===== config.mk =====
export PLATFORM = sky130hd
export DESIGN_NAME = uart_rx_monitor
export DESIGN_NICKNAME = d
export VERILOG_FILES = /design/src/rtl/uart_rx_monitor_pkg.sv /design/src/rtl/uart_rx_fifo.sv /design/src/rtl/uart_rx_monitor.sv
export SDC_FILE = /design/constraint.sdc
export NUM_CORES = 1
export LEC_CHECK = 0
export ABC_AREA = 1
export CAP_MARGIN = 20
export CORE_MARGIN = 5
export CORE_UTILIZATION = 61
export CTS_CLUSTER_SIZE = 14
export DETAILED_ROUTE_END_ITERATION = 10
export GPL_ROUTABILITY_DRIVEN = 0
export PLACE_DENSITY = 0.8
export SLEW_MARGIN = 20
export SYNTH_ARGS = -nofsm -noshare
export SYNTH_HDL_FRONTEND = slang
export SYNTH_SLANG_ARGS = --single-unit

===== constraint.sdc =====
create_clock -name wb_clk_i -period 2.5 [get_ports wb_clk_i]
set_input_delay 0.75 -clock wb_clk_i [delete_from_list [all_inputs] [get_ports wb_clk_i]]
set_output_delay 0.75 -clock wb_clk_i [all_outputs]
set_load 0.02 [all_outputs]

===== src/rtl/uart_rx_monitor_pkg.sv =====
// Shared types and constants for the UART receive monitor.
package uart_rx_monitor_pkg;

  typedef enum logic [2:0] {
    IDLE  = 3'd0,
    START = 3'd1,
    DATA  = 3'd2,
    STOP  = 3'd3,
    BREAK = 3'd4
  } rx_state_t;

  localparam int OVERSAMPLE = 16;
  localparam int MID        = 8;

  // Oversample-counter values at which the last / middle tick of a bit lands.
  localparam logic [3:0] SAMP_LAST = 4'(OVERSAMPLE - 1);
  localparam logic [3:0] SAMP_MID  = 4'(MID - 1);

endpackage


===== src/rtl/uart_rx_fifo.sv =====
// Synchronous show-ahead FIFO. The head entry is held in a register so the
// read data stays put while the FIFO is empty.
module uart_rx_fifo #(
  parameter int DEPTH = 16,
  parameter int WIDTH = 8
) (
  input  logic                     clk,
  input  logic                     rst_n,
  input  logic                     push,
  input  logic [WIDTH-1:0]         wr_data,
  input  logic                     pop,
  output logic [WIDTH-1:0]         rd_data,
  output logic [$clog2(DEPTH):0]   count,
  output logic                     full,
  output logic                     empty
);

  localparam int AW = $clog2(DEPTH);

  logic [WIDTH-1:0] mem [DEPTH];
  logic [AW-1:0]    wr_ptr;
  logic [AW-1:0]    rd_ptr;
  logic [AW-1:0]    rd_next;
  logic             do_push;
  logic             do_pop;
  logic             head_load;
  logic [WIDTH-1:0] head_next;

  assign full    = (count == (AW+1)'(DEPTH));
  assign empty   = (count == '0);
  assign do_pop  = pop && !empty;
  // A full FIFO still accepts a push when the head leaves in the same cycle.
  assign do_push = push && (!full || do_pop);
  assign rd_next = rd_ptr + AW'(1);

  // Next head value: the following entry after a pop, or the incoming byte
  // when it becomes the head (empty FIFO, or single entry being popped).
  always_comb begin
    head_load = 1'b0;
    head_next = rd_data;
    if (do_pop) begin
      if (do_push && (wr_ptr == rd_next)) begin
        head_load = 1'b1;
        head_next = wr_data;
      end else if (count != (AW+1)'(1)) begin
        head_load = 1'b1;
        head_next = mem[rd_next];
      end else begin
        head_load = 1'b0;
      end
    end else if (do_push && empty) begin
      head_load = 1'b1;
      head_next = wr_data;
    end else begin
      head_load = 1'b0;
    end
  end

  // Storage array write port.
  always_ff @(posedge clk) begin
    if (do_push) mem[wr_ptr] <= wr_data;
  end

  // Pointers, occupancy and registered head.
  always_ff @(posedge clk or negedge rst_n) begin
    if (!rst_n) begin
      wr_ptr  <= '0;
      rd_ptr  <= '0;
      count   <= '0;
      rd_data <= '0;
    end else begin
      if (do_push) wr_ptr <= wr_ptr + AW'(1);
      if (do_pop)  rd_ptr <= rd_next;
      if (head_load) rd_data <= head_next;
      case ({do_push, do_pop})
        2'b10:   count <= count + (AW+1)'(1);
        2'b01:   count <= count - (AW+1)'(1);
        default: count <= count;
      endcase
    end
  end

endmodule


===== src/rtl/uart_rx_monitor.sv =====
// 8N1 serial receiver with 16x oversampling, byte FIFO and error flags.
module uart_rx_monitor
  import uart_rx_monitor_pkg::*;
#(
  parameter int FIFO_DEPTH = 16,
  parameter int DIV_W      = 16
) (
  input  logic                        wb_clk_i,
  input  logic                        wb_rst_n_i,
  input  logic                        rx_i,
  input  logic [DIV_W-1:0]            divisor_i,
  output logic [7:0]                  m_data_o,
  output logic                        m_valid_o,
  input  logic                        m_ready_i,
  output logic [$clog2(FIFO_DEPTH):0] count_o,
  output logic                        frame_err_o,
  output logic                        overrun_o,
  input  logic                        clear_i
);

  logic             rx_meta;
  logic             rx_s;
  rx_state_t        state;
  logic [DIV_W-1:0] div_r;
  logic [DIV_W-1:0] div_eff;
  logic [DIV_W-1:0] tick_cnt;
  logic [3:0]       samp_cnt;
  logic [2:0]       bit_cnt;
  logic [7:0]       shift;
  logic             tick;
  logic             mid_samp;
  logic             last_samp;
  logic             push;
  logic             pop;
  logic             fifo_full;
  logic             fifo_empty;

  assign div_eff   = (divisor_i == '0) ? DIV_W'(1) : divisor_i;
  assign tick      = (state != IDLE) && (tick_cnt == '0);
  assign mid_samp  = tick && (samp_cnt == SAMP_MID);
  assign last_samp = tick && (samp_cnt == SAMP_LAST);
  assign push      = (state == STOP) && last_samp && rx_s;
  assign pop       = m_valid_o && m_ready_i;
  assign m_valid_o = !fifo_empty;

  // Two-flop synchroniser for the asynchronous serial line (idles high).
  always_ff @(posedge wb_clk_i or negedge wb_rst_n_i) begin
    if (!wb_rst_n_i) begin
      rx_meta <= 1'b1;
      rx_s    <= 1'b1;
    end else begin
      rx_meta <= rx_i;
      rx_s    <= rx_meta;
    end
  end

  // Frame FSM with tick generator, oversample/bit counters and shift register.
  always_ff @(posedge wb_clk_i or negedge wb_rst_n_i) begin
    if (!wb_rst_n_i) begin
      state       <= IDLE;
      div_r       <= DIV_W'(1);
      tick_cnt    <= '0;
      samp_cnt    <= 4'd0;
      bit_cnt     <= 3'd0;
      shift       <= 8'd0;
      frame_err_o <= 1'b0;
    end else begin
      frame_err_o <= 1'b0;
      if (state != IDLE) begin
        tick_cnt <= (tick_cnt == '0) ? (div_r - DIV_W'(1)) : (tick_cnt - DIV_W'(1));
        if (tick) samp_cnt <= samp_cnt + 4'd1;
      end
      case (state)
        IDLE: begin
          if (!rx_s) begin
            state    <= START;
            div_r    <= div_eff;
            tick_cnt <= div_eff - DIV_W'(1);
            samp_cnt <= 4'd0;
            bit_cnt  <= 3'd0;
          end
        end
        START: begin
          if (mid_samp) begin
            samp_cnt <= 4'd0;
            state    <= rx_s ? IDLE : DATA;
          end
        end
        DATA: begin
          if (last_samp) begin
            shift   <= {rx_s, shift[7:1]};
            bit_cnt <= bit_cnt + 3'd1;
            if (bit_cnt == 3'd7) state <= STOP;
          end
        end
        STOP: begin
          if (last_samp) begin
            if (rx_s) begin
              state <= IDLE;
            end else begin
              frame_err_o <= 1'b1;
              state       <= BREAK;
            end
          end
        end
        BREAK: begin
          if (rx_s) state <= IDLE;
        end
        default: state <= IDLE;
      endcase
    end
  end

  // Sticky overrun flag; a new drop wins over a simultaneous clear.
  always_ff @(posedge wb_clk_i or negedge wb_rst_n_i) begin
    if (!wb_rst_n_i) begin
      overrun_o <= 1'b0;
    end else if (push && fifo_full && !pop) begin
      overrun_o <= 1'b1;
    end else if (clear_i) begin
      overrun_o <= 1'b0;
    end
  end

  uart_rx_fifo #(
    .DEPTH (FIFO_DEPTH),
    .WIDTH (8)
  ) u_fifo (
    .clk     (wb_clk_i),
    .rst_n   (wb_rst_n_i),
    .push    (push),
    .wr_data (shift),
    .pop     (pop),
    .rd_data (m_data_o),
    .count   (count_o),
    .full    (fifo_full),
    .empty   (fifo_empty)
  );

endmodule


# Yosys cells after proc, flatten, opt, wreduce, memory -nomap -nowiden
# Memories as Yosys holds them, arrays and structs flattened.
# Index checks and enable logic that the tools add are counted.
# W data, S select, Z words.
# totals
register_bits	75
latchBits	0
ram_bits	128
rom_bits	0
elab_cells	112
mem_count	1
# memory_table
name	words	width	read_ports	rd_ports_with_merged_regs	write_ports	line	rtl
u_fifo.mem	16	8	1	0	1	uart_rx_fifo.sv:20	logic [WIDTH-1:0] mem [DEPTH];
# op_classes
n_addsub	9
multipliers	0
n_div	0
order_cmp	0
eq_ne	19
n_shift	0
n_mux	38
bitwise_logic	1
n_reduce_logical	30
# op_table
operator	n
$mux W16	5
$sub A16 B1 Y16 const B	3
$logic_not A16 Y1	2
$mux W8	4
$mux W3	9
$mux W4	4
$pmux W3 S5	1
$add A4 B1 Y4 const B	3
$logic_and A1 B1 Y1	12
$ne A2 B2 Y1 const B	6
$mux W1	11
$pmux W5 S2	1
$pmux W4 S2	1
$reduce_bool A2 Y1	4
$eq A3 B2 Y1 const B	2
$eq A3 B3 Y1 const B	2
$pmux W3 S2	1
$reduce_and A3 Y1	2
$reduce_and A6 Y1	1
$add A5 B1 Y5 const B	1
$eq A5 B5 Y1 const B	1
$logic_not A5 Y1	1
$ne A5 B1 Y1 const B	1
$sub A5 B1 Y5 const B	1
15 further kinds	18

# Longest topological paths before layout
# depth
word_depth	10
mapped_depth	17
ltp_nobuf	16

# Modules after synthesis
# A second synthesis with hierarchy kept.
# hier_totals
cells_unflattened	1214
hier_area_um2	10438.8
# by_module_without_submodules
mod	n_inst	cells_each	area_per_inst_um2	seq_area_each_um2
uart_rx_fifo	1	712	6906.6	4369.2
uart_rx_monitor	1	502	3532.1	1355.0

# Least setup slack after synthesis
# Ideal clock, no wire load.
# synth_timing
kind	register to register
startpoint	register u_fifo.count[0]
endpoint	register u_fifo.count[4]
arrival_ns	2.397
required_time_ns	2.382
setup_slack_ns	-0.015
path_stages_with_launch	18
path_cell_list	dfrtp_1 -> inv_1 -> ha_1 -> inv_1 -> nor2_1 -> inv_1 -> nor2_2 -> inv_1 -> nand2_2 -> inv_1 -> buf_2 -> ha_1 -> inv_1 -> nand2_1 -> o22ai_1 -> nand2_1 -> xor2_1 -> inv_1
# synth_between
elab_chain_cells	8
# synth_rtl
item	line	rtl
start, declared	uart_rx_fifo.sv:13	output logic [$clog2(DEPTH):0] count,
start signal, assigned	uart_rx_fifo.sv:76	2'b10: count <= count + (AW+1)'(1);
start signal, assigned	uart_rx_fifo.sv:77	2'b01: count <= count - (AW+1)'(1);
start signal, assigned	uart_rx_fifo.sv:78	default: count <= count;
$logic_not A5 Y1 (*)	uart_rx_fifo.sv:30	assign empty = (count == '0);
$logic_not A1 Y1 (*)	uart_rx_monitor.sv:44	assign m_valid_o = !fifo_empty;
named net m_valid_o	uart_rx_monitor.sv:13	output logic m_valid_o,
$logic_and A1 B1 Y1	uart_rx_monitor.sv:43	assign pop = m_valid_o && m_ready_i;
$logic_and A1 B1 Y1 (*)	uart_rx_fifo.sv:31	assign do_pop = pop && !empty;
named net u_fifo.do_pop	uart_rx_fifo.sv:25	logic do_pop;
$logic_or A1 B1 Y1	uart_rx_fifo.sv:33	assign do_push = push && (!full || do_pop);
$logic_and A1 B1 Y1	uart_rx_fifo.sv:33	
$eq A2 B1 Y1 / $eq A2 B2 Y1 (equally long branches)	uart_rx_fifo.sv:75	case ({do_push, do_pop})
$pmux W5 S2 / $reduce_bool A2 Y1 (equally long branches)	-	
# The timed path passes the listed nets; every way through them passes the cells marked *.
# A chain may end at the register's enable or synchronous reset.

# Final worst setup path
# layout_timing
startpoint	input port divisor_i[5]
endpoint	register tick_cnt[14]
# layout_between
elab_chain_cells	5
# layout_rtl
item	line	rtl
start, declared	uart_rx_monitor.sv:11	input logic [DIV_W-1:0] divisor_i,
$logic_not A16 Y1	uart_rx_monitor.sv:38	assign div_eff = (divisor_i == '0) ? DIV_W'(1) : divisor_i;
$mux W16 (*)	uart_rx_monitor.sv:38	
$sub A16 B1 Y16 (*)	uart_rx_monitor.sv:78	tick_cnt <= div_eff - DIV_W'(1);
$mux W16 (*)	uart_rx_monitor.sv:75	if (!rx_s) begin
$mux W16 (*)	uart_rx_monitor.sv:73	case (state)
end signal, assigned	uart_rx_monitor.sv:70	tick_cnt <= (tick_cnt == '0) ? (div_r - DIV_W'(1)) : (tick_cnt - DIV_W'(1));
end signal, assigned	uart_rx_monitor.sv:78	
end, declared	uart_rx_monitor.sv:26	logic [DIV_W-1:0] tick_cnt;
# Mark *: on every way between the ends. The rest lies on a longest branch, timed or not.

==> results.tsv <==
stage	metric	value	unit
worst_setup_path	CP Buf/Inv Count	2	
die	total core area	0.0158	sq mm
synthesis	compound-gate portion of the synthesized area	11.5	%
grt	grt ovf	0	
drt	DRC Markers	0	
clock_tree	CTS tree	yes	
synthesis	post-synthesis cell area	0.00971	sq mm
worst_setup_path	critical path, cell by cell	clkdlybuf4s50_1 -> nor2_2 -> nand2_1 -> nor2_1 -> nand4_1 -> nand2_2 -> inv_2 -> ha_2 -> nand2_1 -> nor2_2 -> and2_4 -> nand3_2 -> nor2_1 -> nor2_1 -> a211oi_2 -> nand2_1	
sta	clk_skew	0.0164	ns
synthesis	Syn Inst Count	1029	
sta	Max Fclk	417	MHz
worst_setup_path	CP max FO	3	
sta	fin crit period	2.40	ns
synthesis	most common cell in the netlist	nor2_1	
worst_setup_path	Crit-path slowest cell	clkdlybuf4s50_1	
synthesis	Post-Syn Nets	1064	
worst_hold_path	Hold WC Path Type	in -> async	
die	Die H	136	um
die	Initial Util	61.6	%
drt	post-DR vias/cell	5.72	
worst_setup_path	Register-to-Register Path Depth	14	
finish	multi-input combinational cell area	0.00345	sq mm
grt	All-Layer GR Usage	25.8	%
synthesis	Synth top area share	39.6	%
clock_tree	Sink Count	203	
synthesis	synth unique cells	46	
finish	area delta synth->final	18.7	%
power_and_ir_drop	Switching Fraction	23.3	%
worst_setup_path	WP depth	16	
finish	final std cells w/o fill	1357	
power_and_ir_drop	Comb power frac	9.5	%
power_and_ir_drop	PwrDens	667	mW/mm^2
finish	Nets	1162	
drt	via count	7759	
finish	Reg area	0.00573	sq mm
synthesis	Synth Area in Simple Gates	20.4	%
sta	final hold slack	0.178	ns
synthesis	Post-synth top cells	nor2_1, nand2_1, edfxtp_1, o21ai_0, inv_1	
grt	first-pass GRT wire length	37.8	mm
drt	Wirelength per Cell	17.4	um
worst_setup_path	CP Capture Type	flip-flop	
synthesis	Synth Flop Type	edfxtp_1	
synthesis	flop and latch count out of synthesis	203	
synthesis	Synth Area in Adders	1.80	%
finish	layout cells sized above 1	13.7	%
sta	final hold violation count	0	
worst_setup_path	WP data arrival	2.78	ns
power_and_ir_drop	P_int	0.00590	W
power_and_ir_drop	Flop pwr share	48.6	%
worst_setup_path	delay of the slowest critical-path stage	0.51	ns
sta	Pins Over Slew Limit	0	
sta	Tcrit/Tclk final	96.0	%
synthesis	main combinational cell family by area after synthesis	simple AND/OR/NAND/NOR gates	
die	Boundary Pins	37	
sta	Final setup viols	0	
die	DIE AREA	0.0185	sq mm
outcome	status	complete, no violations	
synthesis	Post-synth EDFFs	128	
synthesis	cell taking the most area after synthesis	edfxtp_1	
worst_setup_path	CP startpoint kind	input port	
clock_tree	H-tree levels	1	
worst_setup_path	Req. time, crit path	2.88	ns
clock_tree	CTS buffer count	21	
worst_setup_path	Setup CP Type	in -> reg	
worst_setup_path	CP delay by family, top	simple AND/OR/NAND/NOR gates	
job	max-capacitance violation count	0	
die	die span in x	136	um
drt	WL final	23.6	mm
synthesis	async set-reset flop share out of synthesis	36.9	%
grt	pin count of the biggest net entering global routing	49	
placed_design	placed insts	1319	
grt	initial antenna violation count	0	
finish	# diodes	0	
clock_tree	hold buffer count at cts	0	
drt	1st-pass router iterations	5	
clock_tree	CTS Buffer Depth	3	
placed_design	IO buf count	36	
power_and_ir_drop	static leakage	5.14	nW
synthesis	post-synthesis sequential area ratio	58.9	%
placed_design	hpwl dp	15.5	mm
sta	Slew @ Worst Pin	0.717	ns
drt	post-route ant nets	0	
clock_tree	clk_lat worst skew	0.49	ns
sta	Slew HR	52.2	%
synthesis	top post-synthesis cells by area	edfxtp_1, dfrtp_1, nor2_1, nand2_1, o21ai_0	
synthesis	post-synthesis mux area share	0.116	%
grt	vias in the first global route	7550	
power_and_ir_drop	clock share of power	42.0	%
synthesis	Ys Warns	0	
die	standard-cell rows	46	
power_and_ir_drop	Peak VDD IR	0.792	mV
clock_tree	Root Driver	clkbuf_16	
power_and_ir_drop	Switch Pwr	0.00179	W
finish	filler instances	1129	
clock_tree	Reg clk slew, reported paths	0.06	ns
drt	DRT iter0 DRCs	822	
synthesis	Mean Syn Cell Area	9.44	sq um
synthesis	Post-Synth XOR/XNOR Area	1.26	%
-- kinds of logic (layout without fill, tap and decap cells) --
logic type | count (synthesis) | in the layout
simple gates | 457 | 457
flops | 203 | 203
compound gates | 195 | 195
buf+inv | 145 | 257
fa+ha+maj | 14 | 14
xor+xnor | 14 | 14
mux | 1 | 1
-- timing repair --
item	in CTS	in global routing
buffers inserted	0	1
pin swaps	1	3
endpoints found under the hold margin	0	0
gates resized for setup	7	15
endpoints found under the setup margin	2	10
-- metal layers --
| layer | track usage [%] | wire length (um) | vias up |
|---|---|---|---|
| met5 | 0 | 0 | - |
| met4 | 8.57 | 711 | 0 |
| met3 | 6.07 | 2060 | 59 |
| met2 | 40.9 | 11000 | 335 |
| met1 | 35.5 | 9760 | 3709 |
| li1 | - | - | 3656 |
-- stage by stage --
step / setup WS [ns] / area, sq um / utilization [%] / power, W / TNS, ns
after global routing: -0.00398 / 11500 / 73.1 / 0.00796 / -0.00398
final: 0.0992 / 11500 / 73.1 / 0.00769 / 0
after CTS: 0.0327 / 11500 / 72.8 / 0.00769 / 0
after floorplan: 0.0394 / 9710 / - / 0.00424 / 0
after detailed placement: -0.560 / 10800 / 68.3 / 0.00448 / -2.84
after global placement: -0.349 / 10800 / 68.3 / 0.00445 / -1.50
-- cells in the final DEF (no fill, tap or decap), types with 9 or more instances in the layout --
cell / netlist / routed
clkbuf_16: 0 / 21
edfxtp_1: 128 / 128
nor2_2: 3 / 9
buf_4: 1 / 71
nor2_1: 192 / 186
dfrtp_1: 72 / 70
inv_1: 106 / 101
o21ai_0: 118 / 118
o211ai_1: 33 / 33
xor2_1: 11 / 11
ha_1: 14 / 12
nand3_1: 58 / 56
clkdlybuf4s50_1: 0 / 33
nand2_1: 166 / 164
a21oi_1: 15 / 15
nand2_2: 8 / 10
-- power groups by stage --
stage               Clock [W]  Combinational, W  Sequential (W)
detailed placement          0          0.000688         0.00379
global placement            0          0.000662         0.00379
global route          0.00340          0.000815         0.00374
CTS                   0.00326          0.000700         0.00373
finish                0.00323          0.000727         0.00374
floorplan                   0          0.000470         0.00377
-- layout make-up --
cell class	count	area share, %
sequential	203	49.7
clock inverter	9	1.27
clock buffer	28	4.87
multi-input combinational	681	29.9
inverter	111	3.61
timing repair buffer	109	8.29
tap	216	2.34
-- registers in the layout, summed over array words and instances, names as in the netlist --
register / flops
u_fifo.mem: 128
frame_err_o: 1
overrun_o: 1
tick_cnt: 16
div_r: 16
u_fifo.count: 5
u_fifo.rd_ptr: 4
shift: 8
u_fifo.rd_data: 8
state: 3
rx_s: 1
rx_meta: 1
samp_cnt: 4
bit_cnt: 3
u_fifo.wr_ptr: 4
-- path summary, 6_finish.rpt --
path	from	to	slack [ns]
max	divisor_i[5]	tick_cnt[14]	0.1
min	wb_rst_n_i	bit_cnt[1]	0.18
max reg2reg	tick_cnt[14]	tick_cnt[11]	0.14
min reg2reg	rx_meta	rx_s	0.36
max in group asynchronous	wb_rst_n_i	div_r[0]	1.68
min in group wb_clk_i	rx_meta	rx_s	0.36
No activity file was read; power rests on OpenSTA's default activity.
